[src/rtl/simon_pkt_arbiter.sv]
// Round-robin arbiter sharing one SIMON packet core between two requesters.
// Snapshots the granted packet, sequences load/encrypt/read, and aborts stalls via a watchdog.
module simon_pkt_arbiter #(
  parameter int PKT_BYTES = 34,
  parameter int TIMEOUT   = 1024
) (
  input  logic                            clk,
  input  logic                            R,
  input  logic [1:0]                      ch_newPKT,
  input  logic [1:0][PKT_BYTES*8-1:0]     ch_in,
  output logic [1:0]                      ch_loadPKT,
  output logic [1:0]                      ch_donePKT,
  output logic [1:0]                      ch_outValid,
  input  logic [1:0]                      ch_readPKT,
  output logic [PKT_BYTES*8-1:0]          ch_out,
  output logic                            core_newPKT,
  output logic [PKT_BYTES*8-1:0]          core_in,
  input  logic                            core_loadPKT,
  input  logic                            core_donePKT,
  input  logic                            core_outDone,
  output logic                            core_readPKT,
  input  logic [PKT_BYTES*8-1:0]          core_out,
  output logic                            owner,
  output logic                            busy,
  output logic                            timeout
);

  localparam int WDW = $clog2(TIMEOUT) + 1;

  typedef enum logic [1:0] {IDLE, LOAD, RUN, DRAIN} stateT;

  stateT                  stateReg, stateNext;
  logic                   ownerReg;
  logic                   lastReg;
  logic [WDW-1:0]         wdogReg;
  logic [PKT_BYTES*8-1:0] coreInReg;
  logic                   donePulseReg;
  logic                   timeoutReg;

  logic anyReq;
  logic grantCh;
  logic wdogExpire;
  logic ownerRead;

  assign anyReq    = |ch_newPKT;
  // On a tie the channel that did not win last time is served.
  assign grantCh   = (&ch_newPKT) ? ~lastReg : ch_newPKT[1];
  assign ownerRead = ch_readPKT[ownerReg];

  always_comb begin
    stateNext  = stateReg;
    wdogExpire = 1'b0;
    case (stateReg)
      IDLE: if (anyReq) stateNext = LOAD;
      LOAD: begin
        if (core_donePKT) begin
          stateNext = RUN;
        end else if (wdogReg == WDW'(TIMEOUT - 1)) begin
          wdogExpire = 1'b1;
          stateNext  = IDLE;
        end
      end
      RUN: begin
        if (core_outDone) begin
          stateNext = DRAIN;
        end else if (wdogReg == WDW'(TIMEOUT - 1)) begin
          wdogExpire = 1'b1;
          stateNext  = IDLE;
        end
      end
      DRAIN: if (ownerRead) stateNext = IDLE;
      default: stateNext = IDLE;
    endcase
  end

  always_ff @(posedge clk) begin
    if (R) begin
      stateReg     <= IDLE;
      ownerReg     <= 1'b0;
      lastReg      <= 1'b1;
      wdogReg      <= '0;
      coreInReg    <= '0;
      donePulseReg <= 1'b0;
      timeoutReg   <= 1'b0;
    end else begin
      stateReg     <= stateNext;
      donePulseReg <= (stateReg == LOAD) && core_donePKT;
      timeoutReg   <= wdogExpire;
      if (stateReg == IDLE && anyReq) begin
        ownerReg  <= grantCh;
        lastReg   <= grantCh;
        coreInReg <= ch_in[grantCh];
        wdogReg   <= '0;
      end else if (stateReg == LOAD && core_donePKT) begin
        wdogReg <= '0;
      end else if (stateReg == LOAD || stateReg == RUN) begin
        wdogReg <= wdogReg + WDW'(1);
      end
    end
  end

  assign busy         = (stateReg != IDLE);
  assign core_newPKT  = (stateReg == LOAD);
  assign core_readPKT = (stateReg == DRAIN) && ownerRead;
  assign core_in      = coreInReg;
  assign ch_out       = core_out;
  assign owner        = ownerReg;
  assign timeout      = timeoutReg;

  // Per-channel strobes are only ever routed to the current owner.
  for (genvar gi = 0; gi < 2; gi++) begin : gChan
    logic isOwner;
    assign isOwner         = (ownerReg == 1'(gi));
    assign ch_loadPKT[gi]  = busy && isOwner && core_loadPKT;
    assign ch_donePKT[gi]  = donePulseReg && isOwner;
    assign ch_outValid[gi] = (stateReg == DRAIN) && isOwner;
  end

endmodule

[config.mk]
export PLATFORM = sky130hd
export DESIGN_NAME = simon_pkt_arbiter
export DESIGN_NICKNAME = d
export VERILOG_FILES = /design/src/rtl/simon_pkt_arbiter.sv
export SDC_FILE = /design/constraint.sdc
export NUM_CORES = 1
export LEC_CHECK = 0
export ABC_CLOCK_PERIOD_IN_PS = 2350
export CORE_AREA = 2 2 532 534
export CTS_CLUSTER_SIZE = 14
export DETAILED_ROUTE_END_ITERATION = 6
export DIE_AREA = 0 0 534 536
export PLACE_DENSITY_LB_ADDON = 0.15
export SLEW_MARGIN = 25
export SYNTH_ARGS = -nofsm -noshare
export SYNTH_HDL_FRONTEND = slang
export SYNTH_SLANG_ARGS = --single-unit
[constraint.sdc]
create_clock -name clk -period 2.35 [get_ports clk]
set_input_delay 0.47 -clock clk [delete_from_list [all_inputs] [get_ports clk]]
set_output_delay 0.47 -clock clk [all_outputs]
set_load 0.01 [all_outputs]
**Word-level counts from Yosys, hierarchy flattened**

Cells that the tools add are included.

- Flip-flop bits (word level): 289
- Output and inout bits: 555
- Word-level logic and storage cells: 51

- Add/subtract/negate cells: 1
- $lt $le $gt $ge: 2
- Equality and inequality tests: 6
- Multiplexer cells: 15
- Bitwise gates (word level): 2
- Reductions and logical operators: 18

Operator list:

| cell | count |
|---|---|
| 272-bit 2-to-1 mux | 2 |
| 11-bit by 1-bit adder with 11-bit output (second input constant) | 1 |
| 11-bit by 10-bit equality test with 1-bit output (second input constant) | 1 |
| 1-bit logical AND | 11 |
| 2-bit 2-to-1 mux | 5 |
| 2-bit case mux with 4 select lines | 1 |
| 1-bit 2-to-1 mux | 6 |
| 2-bit equality test (second input constant) | 2 |
| 1-bit by 2-bit less-than comparator with 1-bit output (second input constant) | 2 |
| 2-bit != test (second input constant) | 2 |
| 2-bit AND reduction | 2 |
| 3-bit OR reduction | 1 |
| 2-bit by 1-bit equality test with 1-bit output (second input constant) | 1 |
| 2-bit logical NOT | 1 |
| 1-bit NOT | 2 |
| 1-bit case mux with 2 select lines | 1 |
| 2-bit nonzero test | 1 |
| 2-bit OR reduction | 1 |
| 1-bit logical OR | 1 |

**Logic depth before layout (Yosys ltp)**

Gate-level depths: netlist of run 1.

- Depth in word-level cells: 4
- Depth in mapped cells: 8

**Worst setup path after synthesis of run 1**

Ideal clock, no wire load.

- Kind: register to register
- From: register stateReg[0]
- To: register coreInReg[159] (netlist: core_in[159])
- Arrival: 1665 ps
- Required time: 2283 ps
- Slack: 618 ps
- Stages on the path, launching flop included: 9
- Buffers on the path: 3
- Cell sequence: dfxtp_1 inv_1 ha_1 inv_2 or3_4 buf_6 buf_6 buf_6 o21ai_2

- Word-level cells in the longest chain between the ends: 2

Ends and longest elaborated chain:

| item | RTL line | RTL |
|---|---|---|
| start, declared | 32 | `stateT stateReg, stateNext;` |
| start signal, assigned | 86 | `stateReg <= stateNext;` |
| 2-bit logical NOT | 89 | `if (stateReg == IDLE && anyReq) begin` |
| 1-bit logical AND | 89 |  |
| end signal, assigned | 92 | `coreInReg <= ch_in[grantCh];` |
| end, declared | 36 | `logic [PKT_BYTES*8-1:0] coreInReg;` |

No other way between the ends.
A chain may end at the register's enable or synchronous reset.

**Worst setup path after layout of run 1**

- From: register ownerReg (netlist: owner)
- To: output core_readPKT

- Word-level cells in the longest chain between the ends: 3

Ends and longest elaborated chain:

| item | RTL line | RTL |
|---|---|---|
| start, declared | 33 | `logic ownerReg;` |
| start signal, assigned | 90 | `ownerReg <= grantCh;` |
| 1-bit 2-to-1 mux (implied by the code) (2 in a row) | 48 | `assign ownerRead = ch_readPKT[ownerReg];` |
| 1-bit logical AND | 104 | `assign core_readPKT = (stateReg == DRAIN) && ownerRead;` |
| end, declared | 21 | `output logic core_readPKT,` |

No other way between the ends. The select of a mux whose other input is x is not followed.

==> results.tsv, run 1 <==
stage	metric	value	unit
timing	Tcrit/Tclk final	0.980	
clock_network	CTS tree	done	
power_and_ir_drop	Leakage Power	9.84	nW
layout	Fillers	32400	
floorplan	die width	534	um
yosys	post-synthesis sequential area ratio	0.407	
power_and_ir_drop	Design Power	18.3	mW
worst_setup_path	Worst path max stage delay	340	ps
global_routing	pin count of the biggest net entering global routing	29	
detailed_routing	drt total wl	138000	um
layout	commonest non-fill, non-tap cell in the layout	clkdlybuf4s50_1	
worst_setup_path	crit path cell chain	buf_12 -> mux2i_4 -> buf_6 -> nor2b_4 -> buf_12	
yosys	post-synth top area cell	dfxtp_1	
worst_setup_path	CP Capture Type	output port	
global_routing	Tot GR Track Use	0.0920	
detailed_routing	Vias/cell	2.28	
status	status	complete, no violations	
layout	layout cell share with drive strength beyond 1	0.166	
clock_network	# H-tree levels	2	
place	hpwl dp	120000	um
worst_setup_path	start-to-end type of the worst setup path	reg -> out	
yosys	Yosys top cell area share	0.407	
yosys	Mean Syn Cell Area	9.15	sq um
layout	Sequential Area	5790	sq um
timing	final setup vio count	0	
detailed_routing	initial DRC count	376	
global_routing	grt ovf	0	
timing	crit path time final	2300	ps
worst_setup_path	CP max-delay cell	dfxtp_2	
floorplan	Initial Util	0.0506	
yosys	Post-Syn Area	14200	sq um
place	Inst Count DP	5938	
global_routing	vias in the first global route	14800	
worst_setup_path	Crit path top cell by count	buf_12	
timing	final hold viol count	0	
worst_setup_path	CP startpoint kind	register	
timing	Worst-Margin Slew	612	ps
timing	Setup TNS Final	0	ps
layout	commonest non-fill, non-tap cells in the layout	711 x clkdlybuf4s50_1, 285 x dfxtp_1, 282 x nand2_1	
place	input/output buffers	835	
floorplan	Core Area	281000	sq um
worst_setup_path	Worst Path Required	1880	ps
detailed_routing	DRT Pass-1 Iters	4	
detailed_routing	via count	13700	
worst_setup_path	CP bufs+invs	3	
yosys	Synth Instances	1553	
power_and_ir_drop	peak supply drop	0.000491	V
worst_setup_path	crit-path leading delay family	buffers and inverters	
floorplan	Die Area	286000	sq um
yosys	number of distinct library cells after synthesis	33	
power_and_ir_drop	total power divided by cell area	654	nW/um^2
detailed_routing	DR DRC count	0	
clock_network	clk sink count	289	
global_routing	first-pass GRT wire length	169000	um
timing	final worst slack	45.9	ps
floorplan	Die H	536	um
run	Max-Cap Viols	0	
worst_setup_path	Crit Path Max Fanout	3	
timing	final slew viol count	0	
yosys	Synth area leaders	dfxtp_1 41%, mux2i_1 19%, buf_4 14%	
yosys	Yosys reg bits	289	
floorplan	Site Rows	195	
global_routing	initial antenna violation count	23	
place	Final GP Congestion	0.716	
layout	Non-Filler Instances	6031	
floorplan	Ports	1380	
clock_network	Worst-Skew Late Latency	670	ps
hold_path	Hold Path Depth	3	
yosys	YS warnings	0	
layout	multi-input logic area	5980	sq um
clock_network	CTS clk-pin slew, worst paths	60	ps
worst_setup_path	WP depth	5	
clock_network	cts bufs inserted	47	
timing	Fin Clk Skew	44.0	ps
worst_setup_path	Critical Path AT	1830	ps
layout	Layout area overhead	96.7	%
clock_network	root buffer selected by CTS	clkbuf_16	
timing	unrepaired setup endpoints after global routing	yes	
detailed_routing	drt wl/cell	22.8	um
detailed_routing	Detail Route Antenna Nets	0	
timing	Slew headroom	0.594	
timing	Fmax	0.434	GHz
place	Post-Place Worst Slack	-437	ps
yosys	Synth Net Count	2383	
clock_network	largest buffer count on any clock path	3	
worst_setup_path	worst r2r path cells	6	
layout	# nets final	3076	
hold_path	Hold Path Class	in -> reg	
-- cells in the mapped netlist (all sizes together) --
cell type and count:
buf 314, dfxtp 289, nand2 282, mux2i 274
o21ai 272, clkbuf 50, nor2 20, xnor2 8
ha 5, inv 5, nand4 5, a21oi 4
nor2b 4, nor3 3, a22oi 2, and2 2
or3 2, xor2 2, a21boi 1, a221o 1
a2bb2oi 1, and3 1, nor3b 1, nor4 1
nor4bb 1, o21ba 1, o2bb2ai 1, or4 1
-- what timing repair did --
item,4_1_cts,5_1_grt
buffers inserted,3,0
pin swaps,0,1
endpoints found under the setup margin,89,7
resized for setup,109,7
gates cloned,0,0
hold buffers,0,0
-- per-layer routing --
| layer | part of all wire | global-route usage |
|---|---|---|
| met2 | 0.47 | 0.153 |
| met3 | 0.19 | 0.0793 |
| met1 | 0.30 | 0.0783 |
| met4 | 0.038 | 0.0365 |
| met5 | 0.0026 | 0.00949 |
-- final cells by class --
| cell class | instances | area share |
|---|---|---|
| timing repair buffer | 1008 | 0.355 |
| multi-input combinational | 895 | 0.214 |
| sequential | 289 | 0.207 |
| tap | 3743 | 0.168 |
| clock buffer | 71 | 0.0500 |
| clock inverter | 13 | 0.00510 |
| inverter | 5 | 0.000761 |
| antenna | 7 | 0.000627 |
-- state kept, by name, summed over array words and instances, names as in the netlist --
| signal | flops |
|---|---|
| lastReg | 1 |
| core_in | 272 |
| owner | 1 |
| stateReg | 2 |
| donePulseReg | 1 |
| timeout | 1 |
| wdogReg | 11 |
-- report_power, final --
part / internal (mW) / switching, mW
Clock: 4.30 / 3.06
Sequential: 5.45 / 0.374
Combinational: 2.49 / 2.61
Total: 12.2 / 6.04
-- cells by family (layout without fill, tap and decap cells) --
group / Yosys count / in the layout / synth area share
DFF: 289 / 289 / 0.407
AOI/OAI and AO/OA: 283 / 283 / 0.123
muxes: 274 / 274 / 0.193
and+or+nand+nor: 323 / 323 / 0.0895
xor gates and xnor gates: 10 / 10 / 0.00616
other: 0 / 7 / 0
buffers and inverters: 369 / 1097 / 0.177
adders and majority gates: 5 / 5 / 0.00440
-- through the flow --
stage          hold slack [ps]  cell area [sq um]    util
4_1_cts                    341              27900  0.0995
6_report                   440              28000  0.0996
3_3_place_gp               434              26400  0.0940
3_5_place_dp               439              26400  0.0940
5_1_grt                    401              28000  0.0995
2_1_floorplan              480              14200       -
-- final timing paths --
path	from	to	slack [ps]
min	ch_in[23]	core_in[23]	440
max	owner	core_readPKT	50
min reg2reg	core_in[114]	core_in[114]	450
max reg2reg	lastReg	core_in[74]	390
-- tightest hold or removal path, delay by kind of cell --
family,cells,cell delay [ps]
compound gates,1,80
buf+inv,1,390
mux,1,120
Power figures use the tool's default switching activity.
==> run 2: changes to the inputs <==
Settings changed: CAP_MARGIN set to 10, CORE_AREA 2 2 532 534 to 2 2 538 540, DIE_AREA 0 0 534 536 to 0 0 540 542, DONT_BUFFER_PORTS set to 1.
==> results.tsv, run 2 (synthesis results as in run 1) <==
stage	metric	value	unit
status	status	complete, no violations	
worst_setup_path	Crit Path Max Fanout	74	
worst_setup_path	Worst Path Required	2890	ps
timing	Slew headroom	0.449	
timing	Fmax	0.431	GHz
timing	Fin Clk Skew	45.8	ps
detailed_routing	drt wl/cell	22.7	um
hold_path	Hold Crit Start	ch_in[228]	
layout	# nets final	2585	
timing	crit path time final	2320	ps
worst_setup_path	Reg2Reg Capture Point	core_in[265]	
clock_network	CTS clk-pin slew, worst paths	60	ps
worst_setup_path	crit-path leading delay family	buffers and inverters	
worst_setup_path	CP max-delay cell	dlygate4sd3_1	
floorplan	Initial Util	0.0495	
detailed_routing	drt total wl	127000	um
place	Final GP Congestion	0.853	
layout	layout cell share with drive strength beyond 1	0.129	
global_routing	grt ovf	0	
detailed_routing	Vias/cell	2.16	
worst_setup_path	Critical Path AT	2860	ps
hold_path	Hold Path Depth	2	
timing	final setup vio count	0	
floorplan	die width	540	um
worst_setup_path	Reg2Reg Setup Slack	30	ps
worst_setup_path	CP startpoint kind	register	
global_routing	initial antenna violation count	44	
timing	final hold viol count	0	
layout	Final Core Density	0.0816	
clock_network	cts bufs inserted	44	
power_and_ir_drop	total power divided by cell area	726	nW/um^2
timing	Worst-Margin Slew	804	ps
worst_setup_path	worst r2r path cells	5	
floorplan	Site Rows	197	
timing	unrepaired setup endpoints after global routing	yes	
floorplan	Ports	1380	
detailed_routing	initial DRC count	405	
clock_network	Worst-Skew Late Latency	680	ps
place	input/output buffers	0	
hold_path	Hold Path Class	in -> reg	
clock_network	largest buffer count on any clock path	3	
layout	commonest non-fill, non-tap cell in the layout	dlygate4sd3_1	
place	Post-Place Worst Slack	-293	ps
global_routing	pin count of the biggest net entering global routing	75	
floorplan	Die Area	293000	sq um
place	hpwl dp	108000	um
power_and_ir_drop	peak supply drop	0.000496	V
hold_path	Hold EP	core_in[228]	
run	Max-Cap Viols	0	
global_routing	first-pass GRT wire length	152000	um
global_routing	vias in the first global route	12800	
clock_network	CTS tree	done	
worst_setup_path	CP bufs+invs	2	
worst_setup_path	CP Capture Type	register	
detailed_routing	DRT Pass-1 Iters	4	
detailed_routing	DR DRC count	0	
layout	Largest register FFs	272	
clock_network	# H-tree levels	2	
detailed_routing	via count	12100	
worst_setup_path	RR Startpoint	lastReg	
layout	commonest non-fill, non-tap cells in the layout	447 x dlygate4sd3_1, 286 x dfxtp_1, 282 x nand2_1	
detailed_routing	Detail Route Antenna Nets	0	
layout	Layout area overhead	64.8	%
floorplan	Core Area	287000	sq um
worst_setup_path	start-to-end type of the worst setup path	reg -> reg	
worst_setup_path	crit path cell chain	a21boi_4 -> clkbuf_16 -> mux2i_1 -> dlygate4sd3_1 -> o21ai_0	
worst_setup_path	CP Launch Point	lastReg	
power_and_ir_drop	Leakage Power	7.58	nW
worst_setup_path	Worst path max stage delay	610	ps
timing	final worst slack	28.9	ps
timing	Tcrit/Tclk final	0.988	
layout	Fillers	33400	
clock_network	root buffer selected by CTS	clkbuf_16	
floorplan	Die H	542	um
timing	final slew viol count	0	
global_routing	Tot GR Track Use	0.0822	
timing	Setup TNS Final	0	ps
clock_network	clk sink count	289	
## run 2: cell count changes in the layout (fill, tap and decap cells not counted), sizes merged
cell	before	now
clkdlybuf4s50	711	0
dlygate4sd3	0	447
buf	206	69
dlygate4sd2	83	0
diode	7	25
bufinv	2	7
clkbuf	71	66
dlymetal6s2s	5	0
clkdlybuf4s15	3	0
clkinvlp	2	0
dlymetal6s4s	0	2
## run 2: what timing repair did
action | 4_1_cts | 5_1_grt
cloned | 0 | 1
resized for setup | 12 | 8
endpoints found under the hold margin | 231 | 0
setup buffers | 4 | 5
hold buffers | 449 | 0
setup endpoints to repair | 10 | 35
## run 2: stage by stage
| stage | hold slack, ps | area, sq um | std cells | power [mW] |
|---|---|---|---|---|
| after floorplan | 480 | 14200 | 1553 | 7.74 |
| after global placement | 497 | 17200 | 5031 | 9.12 |
| after detailed placement | 497 | 17200 | 5031 | 9.12 |
| after CTS | 0.0598 | 23300 | 5564 | 17.8 |
| after global routing | 35.5 | 23400 | 5588 | 18.2 |
| final | 75.5 | 23400 | 5595 | 17.0 |
## run 2: worst max path at each step
| stage | to | slack, ps | depth (start not counted) |
|---|---|---|---|
| 6_report | core_in[265] | 30 | 5 |
| 2_1_floorplan | core_in[159] | 620 | 8 |
| 3_5_place_dp | core_readPKT | -290 | 3 |
| 4_1_cts | core_readPKT | -20 | 4 |
| 3_3_place_gp | core_readPKT | -610 | 3 |
| 5_1_grt | core_in[265] | -30 | 5 |
## run 2: final cells by class
class | instances | area [sq um] | share of cell area
antenna | 25 | 62.6 | 0.00267
clock buffer | 64 | 1260 | 0.0537
clock inverter | 16 | 270 | 0.0115
inverter | 5 | 18.8 | 0.000801
multi-input combinational | 895 | 5950 | 0.254
sequential | 289 | 5790 | 0.247
tap | 3781 | 4730 | 0.202
timing repair buffer | 520 | 5340 | 0.228
## run 2: metal layers
metal / vias up / track usage / part of all wire
met5: - / 0.00197 / 0.00043
met4: 4 / 0.0520 / 0.070
met3: 275 / 0.0932 / 0.24
met2: 990 / 0.128 / 0.44
met1: 5414 / 0.0570 / 0.25
li1: 5402 / - / -
## run 2: power by group
| part | switching, mW | internal (mW) | leakage [nW] | total [mW] |
|---|---|---|---|---|
| Sequential | 1.41 | 5.45 | 2.38 | 6.85 |
| Combinational | 1.30 | 1.42 | 4.45 | 2.72 |
| Clock | 2.97 | 4.47 | 0.749 | 7.44 |
## run 2: worst reg2reg max path, delay by kind of cell (launching register included)
kind	cells	cell delay [ps]
compound gates	2	320
mux	1	650
flops	1	340
buf+inv	2	910
